### src/rtl/microdisc_pkg.sv
// Shared types and constants for the Microdisc sector bridge.
package microdisc_pkg;

    localparam int unsigned SECTOR_BYTES      = 512;
    localparam int unsigned SECTOR_SHIFT      = 9;
    localparam logic [7:0]  FILL_BYTE_DEFAULT = 8'h00;

    typedef enum logic [2:0] {
        IDLE,
        ACCEPT,
        RD_REQ,
        RD_STB,
        WR_ADDR,
        WR_SAMP,
        WR_REQ,
        DONE
    } sd_bridge_state_t;

    // One bit wider than 41 so lba=0xFFFFFFFF cannot wrap to an in-range result.
    function automatic logic sector_in_range(input logic [31:0] lba, input logic [31:0] size);
        logic [41:0] end_b;
        end_b = (42'(lba) + 42'd1) << SECTOR_SHIFT;
        return end_b <= 42'(size);
    endfunction

endpackage

### src/rtl/microdisc_sd_bridge_if.sv
// Byte-wide request/acknowledge bus to the SDRAM-backed disk-image store.
interface microdisc_sd_bridge_if #(
    parameter int unsigned MEM_AW = 20
);
    logic [MEM_AW-1:0] mem_addr;
    logic [7:0]        mem_wdata;
    logic              mem_we;
    logic              mem_req;
    logic              mem_ack;
    logic [7:0]        mem_rdata;

    modport master (
        output mem_addr, mem_wdata, mem_we, mem_req,
        input  mem_ack, mem_rdata
    );

    modport slave (
        input  mem_addr, mem_wdata, mem_we, mem_req,
        output mem_ack, mem_rdata
    );
endinterface

### src/rtl/microdisc_sd_bridge.sv
// Moves 512-byte sectors between the Microdisc FDC sd_* port and the image store.
// Optional write protection via `define MICRODISC_SD_WP_EN (adds img_wp input).
module microdisc_sd_bridge
    import microdisc_pkg::*;
#(
    parameter int unsigned MEM_AW    = 20,
    parameter logic [7:0]  FILL_BYTE = FILL_BYTE_DEFAULT
) (
    input  logic        CLK_SYS,
    input  logic        RESET,
    input  logic [31:0] img_size,
    input  logic [31:0] sd_lba,
    input  logic        sd_rd,
    input  logic        sd_wr,
    output logic        sd_ack,
    output logic [8:0]  sd_buff_addr,
    output logic [7:0]  sd_dout,
    output logic        sd_dout_strobe,
    input  logic [7:0]  sd_din,
    output logic        sd_din_strobe,
`ifdef MICRODISC_SD_WP_EN
    input  logic        img_wp,
`endif
    microdisc_sd_bridge_if.master mem
);

    sd_bridge_state_t   state_q, state_d;
    logic               wr_q, wr_d;
    logic               in_range_q, in_range_d;
    logic [MEM_AW-10:0] blk_q, blk_d;
    logic [8:0]         idx_q, idx_d;
    logic [7:0]         data_q, data_d;
    logic               mem_en;
    logic               last_byte;

`ifdef MICRODISC_SD_WP_EN
    logic wp_q, wp_d;
    assign mem_en = in_range_q && !(wr_q && wp_q);
`else
    assign mem_en = in_range_q;
`endif

    assign last_byte     = (idx_q == 9'(SECTOR_BYTES - 1));
    assign sd_buff_addr  = idx_q;
    assign sd_dout       = data_q;
    assign mem.mem_addr  = {blk_q, idx_q};
    assign mem.mem_we    = wr_q;
    assign mem.mem_wdata = data_q;

    always_ff @(posedge CLK_SYS or posedge RESET) begin
        if (RESET) begin
            state_q    <= IDLE;
            wr_q       <= 1'b0;
            in_range_q <= 1'b0;
            blk_q      <= '0;
            idx_q      <= '0;
            data_q     <= '0;
`ifdef MICRODISC_SD_WP_EN
            wp_q       <= 1'b0;
`endif
        end else begin
            state_q    <= state_d;
            wr_q       <= wr_d;
            in_range_q <= in_range_d;
            blk_q      <= blk_d;
            idx_q      <= idx_d;
            data_q     <= data_d;
`ifdef MICRODISC_SD_WP_EN
            wp_q       <= wp_d;
`endif
        end
    end

    always_comb begin
        state_d        = state_q;
        wr_d           = wr_q;
        in_range_d     = in_range_q;
        blk_d          = blk_q;
        idx_d          = idx_q;
        data_d         = data_q;
`ifdef MICRODISC_SD_WP_EN
        wp_d           = wp_q;
`endif
        sd_ack         = 1'b0;
        sd_dout_strobe = 1'b0;
        sd_din_strobe  = 1'b0;
        mem.mem_req    = 1'b0;

        case (state_q)
            IDLE: begin
                // Request fields are captured on the accepting edge so later changes are ignored.
                if (sd_rd || sd_wr) begin
                    wr_d       = !sd_rd;
                    blk_d      = sd_lba[MEM_AW-10:0];
                    in_range_d = sector_in_range(sd_lba, img_size);
`ifdef MICRODISC_SD_WP_EN
                    wp_d       = img_wp;
`endif
                    state_d    = ACCEPT;
                end
            end
            ACCEPT: begin
                sd_ack  = 1'b1;
                idx_d   = '0;
                state_d = wr_q ? WR_ADDR : RD_REQ;
            end
            RD_REQ: begin
                sd_ack = 1'b1;
                if (mem_en) begin
                    mem.mem_req = 1'b1;
                    if (mem.mem_ack) begin
                        data_d  = mem.mem_rdata;
                        state_d = RD_STB;
                    end
                end else begin
                    data_d  = FILL_BYTE;
                    state_d = RD_STB;
                end
            end
            RD_STB: begin
                sd_ack         = 1'b1;
                sd_dout_strobe = 1'b1;
                if (last_byte) begin
                    state_d = DONE;
                end else begin
                    idx_d   = idx_q + 9'd1;
                    state_d = RD_REQ;
                end
            end
            WR_ADDR: begin
                sd_ack  = 1'b1;
                state_d = WR_SAMP;
            end
            WR_SAMP: begin
                sd_ack        = 1'b1;
                sd_din_strobe = 1'b1;
                data_d        = sd_din;
                state_d       = WR_REQ;
            end
            WR_REQ: begin
                sd_ack      = 1'b1;
                mem.mem_req = mem_en;
                if (!mem_en || mem.mem_ack) begin
                    if (last_byte) begin
                        state_d = DONE;
                    end else begin
                        idx_d   = idx_q + 9'd1;
                        state_d = WR_ADDR;
                    end
                end
            end
            DONE: begin
                if (!sd_rd && !sd_wr) begin
                    state_d = IDLE;
                end
            end
            default: state_d = IDLE;
        endcase
    end

endmodule
### src/flat_wrapper.sv
// flat-port wrapper written by rule: the top's interface ports become plain ports
module microdisc_sd_bridge_flat import microdisc_pkg::*;
#(
    parameter int unsigned MEM_AW    = 20,
    parameter logic [7:0]  FILL_BYTE = FILL_BYTE_DEFAULT
)
  (CLK_SYS, RESET, img_size, sd_lba, sd_rd, sd_wr, sd_ack, sd_buff_addr, sd_dout, sd_dout_strobe, sd_din, sd_din_strobe, mem_mem_addr, mem_mem_wdata, mem_mem_we, mem_mem_req, mem_mem_ack, mem_mem_rdata);
  microdisc_sd_bridge_if #(.MEM_AW(MEM_AW)) mem_i ();
  input  logic CLK_SYS;
  input  logic RESET;
  input  logic [31:0] img_size;
  input  logic [31:0] sd_lba;
  input  logic sd_rd;
  input  logic sd_wr;
  output logic sd_ack;
  output logic [8:0] sd_buff_addr;
  output logic [7:0] sd_dout;
  output logic sd_dout_strobe;
  input  logic [7:0] sd_din;
  output logic sd_din_strobe;
  output wire logic [$bits(mem_i.mem_addr)-1:0] mem_mem_addr;
  output wire logic [$bits(mem_i.mem_wdata)-1:0] mem_mem_wdata;
  output wire logic [$bits(mem_i.mem_we)-1:0] mem_mem_we;
  output wire logic [$bits(mem_i.mem_req)-1:0] mem_mem_req;
  input wire logic [$bits(mem_i.mem_ack)-1:0] mem_mem_ack;
  input wire logic [$bits(mem_i.mem_rdata)-1:0] mem_mem_rdata;
  assign mem_mem_addr = mem_i.mem_addr;
  assign mem_mem_wdata = mem_i.mem_wdata;
  assign mem_mem_we = mem_i.mem_we;
  assign mem_mem_req = mem_i.mem_req;
  assign mem_i.mem_ack = mem_mem_ack;
  assign mem_i.mem_rdata = mem_mem_rdata;
  microdisc_sd_bridge #(.MEM_AW(MEM_AW), .FILL_BYTE(FILL_BYTE)) u_core (.CLK_SYS(CLK_SYS), .RESET(RESET), .img_size(img_size), .sd_lba(sd_lba), .sd_rd(sd_rd), .sd_wr(sd_wr), .sd_ack(sd_ack), .sd_buff_addr(sd_buff_addr), .sd_dout(sd_dout), .sd_dout_strobe(sd_dout_strobe), .sd_din(sd_din), .sd_din_strobe(sd_din_strobe), .mem(mem_i));
endmodule
### config.mk
export PLATFORM = sky130hd
export DESIGN_NAME = microdisc_sd_bridge_flat
export DESIGN_NICKNAME = d
export VERILOG_FILES = /design/src/rtl/microdisc_pkg.sv /design/src/rtl/microdisc_sd_bridge_if.sv /design/src/rtl/microdisc_sd_bridge.sv /design/src/flat_wrapper.sv
export SDC_FILE = /design/constraint.sdc
export NUM_CORES = 1
export LEC_CHECK = 0
export CAP_MARGIN = 25
export CORE_ASPECT_RATIO = 1.25
export CORE_UTILIZATION = 38
export DETAILED_ROUTE_END_ITERATION = 16
export PLACE_DENSITY = 0.75
export SLEW_MARGIN = 20
export SYNTH_ARGS = -nofsm -noshare
export SYNTH_HDL_FRONTEND = slang
export SYNTH_SLANG_ARGS = --single-unit
### constraint.sdc
create_clock -name CLK_SYS -period 2.4 [get_ports CLK_SYS]
set_clock_uncertainty 0.1 [all_clocks]
set_input_delay 0.6 -clock CLK_SYS [delete_from_list [all_inputs] [get_ports CLK_SYS]]
set_output_delay 0.6 -clock CLK_SYS [all_outputs]
set_load 0.01 [all_outputs]
### Word level (Yosys, flattened, before mapping)

Cells that the tools add are included.

| storage, ports and cells | value |
|---|---|
| output and inout port bits | 50 |
| bits in registers | 33 |
| word-level logic and storage cells | 55 |
| input bits | 85 |

| cells by class | value |
|---|---|
| magnitude comparators | 1 |
| eq/ne operators | 12 |
| add/sub/neg operators | 2 |
| reductions and logical operators | 14 |
| muxes and demuxes | 20 |

Operators with widths:

| kind | count |
|---|---|
| $le 42x32->1 | 1 |
| $add 32x1->33 const B | 1 |
| $pmux 9 s3 | 1 |
| $pmux 3 s8 | 1 |
| $mux 3 | 7 |
| $mux 9 | 2 |
| $mux 8 | 2 |
| $pmux 8 s2 | 1 |
| $eq 3x3->1 const B | 4 |
| $add 9x1->9 const B | 1 |
| $eq 9x9->1 const B | 1 |
| $eq 3x2->1 const B | 2 |
| $ne 2x1->1 const B | 3 |
| $reduce_and 2->1 | 3 |
| $reduce_or 6->1 | 1 |
| $mux 1 | 4 |
| $reduce_and 4->1 | 1 |
| $eq 3x1->1 const B | 1 |
| $logic_not 1->1 | 3 |
| $logic_not 3->1 | 1 |
| $ne 3x3->1 const B | 1 |
| $reduce_bool 3->1 | 1 |
| $logic_or 1x1->1 | 2 |
| $mux 2 | 1 |
| 3 further kinds | 3 |

### Logic depth before layout (Yosys ltp)

| depth | value |
|---|---|
| depth in word-level cells | 4 |
| mapped depth | 14 |
| gate-level depth less buffers | 14 |

### Worst setup path after synthesis

OpenSTA, ideal clock, no wires.

| path | value |
|---|---|
| kind | input to register |
| from | in sd_lba[6] |
| to | reg u_core.in_range_q |
| stages on the path | 13 |
| setup time | 0.121 ns |
| arrival | 2.955 ns |
| data required time | 2.179 ns |
| path buffers | 1 |
| path slack | -0.776 ns |
| cells stage by stage | nand4_2 or4_1 clkbuf_1 nor2_1 nand2_1 xnor2_1 ha_1 nand4_1 nor4_1 a221oi_1 nand4_1 nand2_1 a32o_2 |

| on the way | value |
|---|---|
| word-level cells in the longest chain between the ends | 2 |

Ends and longest elaborated chain:

| element | line | source |
|---|---|---|
| start, declared | flat_wrapper.sv:12 | `input logic [31:0] sd_lba;` |
| $add 32x1->33 | microdisc_pkg.sv:22 | `end_b = (42'(lba) + 42'd1) << SECTOR_SHIFT;` |
| $le 42x32->1 | microdisc_pkg.sv:23 | `return end_b <= 42'(size);` |
| end signal, assigned | microdisc_sd_bridge.sv:64 | `in_range_q <= in_range_d;` |
| end, declared | microdisc_sd_bridge.sv:29 | `logic in_range_q, in_range_d;` |

Every way passes these cells.
A chain may end at the register's enable or synchronous reset.

### Worst setup path in the final report

| path | value |
|---|---|
| from | in sd_lba[4] |
| to | reg u_core.in_range_q |

Same word-level chain as after synthesis.

==> key figures <==
Run status
  • Outcome: finished with violations
  • Failing checks: negative setup slack

Floorplanning
  • Initial core utilization: 39.7%
  • Rows: 35
  • Die width: 81.1 um
  • Die H: 101 um
  • Die area: 0.00818 mm2
  • Placeable Area: 0.00749 mm2
  • IO Pins: 135

Setup path
  • Worst Path Buf+Inv: 3
  • Slack of the worst reg-to-reg path: 0.18 ns
  • CP peak stage delay: 0.53 ns
  • R2R Path Start: u_core.sd_buff_addr[0]$_DFFE_PP0P_
  • Critical path arrival: 2.95 ns
  • Crit start category: input port
  • Crit-path max FO: 4
  • Critical Path Slowest Stage Cell: or4_4
  • Worst R2R Path Depth: 9
  • Worst EP required: 2.47 ns
  • R2R Path End: u_core.sd_buff_addr[4]$_DFFE_PP0P_
  • Crit path cell chain: buf_2 > nand3_4 > or4_4 > buf_4 > xnor2_1 > ha_1 > nand4_1 > buf_4 > nor3_2 > a22oi_1 > nand4_1 > nand2_1 > a32o_2
  • Cell depth of the worst setup path: 13
  • Critical path class: input port to flip-flop
  • CP top delay family: simple AND/OR/NAND/NOR gates
  • CP Capture Type: flip-flop

GRT
  • First-pass GRT wire length: 14900 um
  • All-Layer GR Usage: 23.2%
  • Antenna violations before repair: 0
  • GRT overflow: 0
  • Vias in the first global route: 3538
  • Largest net degree at the start of global routing: 34

Timing
  • Tcrit/Tclk final: 120%
  • Worst Tran Pin Value: 0.409 ns
  • Post-route minimum period: 2.88 ns
  • Post-route setup slack: -0.477 ns
  • Setup-failing EPs final: 1
  • Final hold vios: 0
  • Max frequency: 0.348 GHz
  • Max-slew violations: 0
  • Relative slew slack: 72.7%
  • Unrepaired setup endpoints after global routing: true

Routing
  • Wire length per cell: 13.7 um
  • Vias per std cell: 5.13
  • Drt first pass iters: 4
  • Vias: 3527
  • DRC viols: 0
  • Final antenna-violating net count: 0
  • Final wirelength: 9400 um
  • Drt initial violations: 160

Cells and area
  • Commonest non-fill, non-tap cell in the layout: clkdlybuf4s50_1
  • Most frequent cells in the layout: clkdlybuf4s50_1 (111), buf_4 (93), nand2_1 (62)
  • Final #Nets: 706
  • Synth-to-layout area growth: 76.7%
  • Share of layout cells above drive strength 1: 24.5%
  • Ant diodes: 0

Pwr
  • Peak supply drop: 0.000315 V
  • Comb pwr share: 28.0%
  • Leak pwr: 0.00252 uW
  • Int Pwr: 1250 uW
  • Clock power share: 37.4%
  • Seq pwr share: 34.6%
  • Pwr/cell area: 313 mW/mm2
  • Total Power: 1640 uW
  • Net Sw Power: 390 uW
  • Switching Share: 23.7%

Place
  • DP HPWL: 7560 um
  • Port buffer count: 134
  • Setup WS pre-CTS: -1.38 ns
  • GPL Wtd Cong: 0.885

Clock tree
  • Clock Root Buffer: clkbuf_8
  • CTS Buf Count: 5
  • Clock sink count: 33
  • H-tree depth: 2
  • CTS tree: built
  • Clock Path Buffers: 2
  • Clock-pin slew on the worst setup and hold paths: 0.07 ns
  • Skew-Pair Late Insertion Delay: 0.28 ns

Yosys
  • Synthesized area per cell: 7.66 um2
  • Post-synth EDFFs: 0
  • Dominant cell type by area after synthesis: dfrtp_1
  • Cells after Synth: 388
  • YS warnings: 0
  • Synthesized area: 0.00297 mm2
  • Syn nets: 499
  • Flip-flop and latch count after synthesis: 33
  • Asr flop ratio synth: 100%
  • Synth top area cells: dfrtp_1 (28%), ha_1 (11%), nand2_1 (8.0%), buf_4 (4.3%), a21oi_1 (4.0%)
  • Seq/Total Area, Yosys: 27.8%
  • Commonest register cell after synthesis: dfrtp_1
  • Yosys top cell area share: 27.8%
  • Distinct cells, synth: 51

Hold path
  • Min-delay worst type: flip-flop to flip-flop
  • Hold wc startpoint: u_core.blk_q[7]$_DFFE_PP0P_
  • Worst Hold Path Cells: 2
  • WHS Endpoint: u_core.blk_q[7]$_DFFE_PP0P_

Run
  • Max_cap viols: 0
cell usage after synthesis, types with 3 or more instances:
cell type  count
nand4_1        8
xnor2_1       13
or3_1          3
nor4_1         6
o21ai_0       24
nand3_1       16
xor2_1        13
buf_4         17
nor3_1        10
inv_1         29
and4_1         5
nand2_1       63
nand2b_1       4
clkbuf_1       9
nor2b_1        3
and3_1        13
nor2_1        30
a21oi_1       24
ha_1          26
dfrtp_1       33
area by class of cell:
class | count | area, um2
clock buffers | 5 | 68.8
inverters | 30 | 113
repair buffers | 227 | 2050
well taps | 92 | 115
fillers | 609 | 2240
flip-flops and latches | 33 | 826
multi-input cells | 298 | 2020
clock inverters | 3 | 65.1
cell families after synthesis:
| kind of cell | share of synthesized area (%) |
|---|---|
| and+or+nand+nor | 30.6 |
| adders and majority gates | 11.0 |
| xor gates and xnor gates | 7.67 |
| muxes | 0.674 |
| DFF | 27.8 |
| AOI/OAI and AO/OA | 12.9 |
| buffers and inverters | 9.35 |
metrics by stage:
step                utilization (%)  cell area (um2)  std cells  setup TNS, ns  hold slack, ns
floorplan                         -             2990        388         -0.559           0.414
global placement               65.4             4900        671          -1.25           0.364
detailed placement             65.4             4900        671          -1.38           0.368
CTS                            68.3             5120        684         -0.497           0.386
global route                   70.1             5250        688         -0.581           0.397
finish                         70.1             5250        688         -0.477           0.384
per-layer routing:
metal	part of all wire [%]	global-route usage [%]
met1	38	23.5
met2	53	44.5
met3	5.6	3.71
met4	3.6	11.3
met5	0	0
worst max-delay path by stage:
stage,start,slack (ns),to
6_report,sd_lba[4],-0.48,u_core.in_range_q$_DFFE_PP0P_
3_5_place_dp,sd_lba[1],-1.38,u_core.in_range_q$_DFFE_PP0P_
2_1_floorplan,sd_lba[1],-0.56,u_core.in_range_q$_DFFE_PP0P_
4_1_cts,sd_lba[1],-0.50,u_core.in_range_q$_DFFE_PP0P_
3_3_place_gp,sd_lba[1],-1.25,u_core.in_range_q$_DFFE_PP0P_
5_1_grt,sd_lba[4],-0.58,u_core.in_range_q$_DFFE_PP0P_
power by group through the flow:
stage / registers (uW) / clock network (uW) / logic, uW
finish: 568 / 615 / 461
global route: 569 / 652 / 505
CTS: 568 / 622 / 443
detailed placement: 579 / 0 / 436
global placement: 578 / 0 / 425
floorplan: 582 / 0 / 141
timing repair:
action	in CTS	in global routing
hold buffers	0	0
cloned	0	0
pin swaps	17	17
setup endpoints to repair	2	7
resized for setup	76	27
buffers inserted	5	4
flip-flops by register name, summed over array words and instances, names as in the netlist:
signal,count
u_core.blk_q,11
u_core.sd_buff_addr,9
u_core.mem.mem_wdata,8
u_core.state_q,3
u_core.in_range_q,1
u_core.mem.mem_we,1
tightest hold or removal path: stages (launching register included):
cell and delay, ns:
dfrtp_1 0.34, nand2_1 0.06, nand2_1 0.06
No activity file was read; power rests on OpenSTA's default activity.
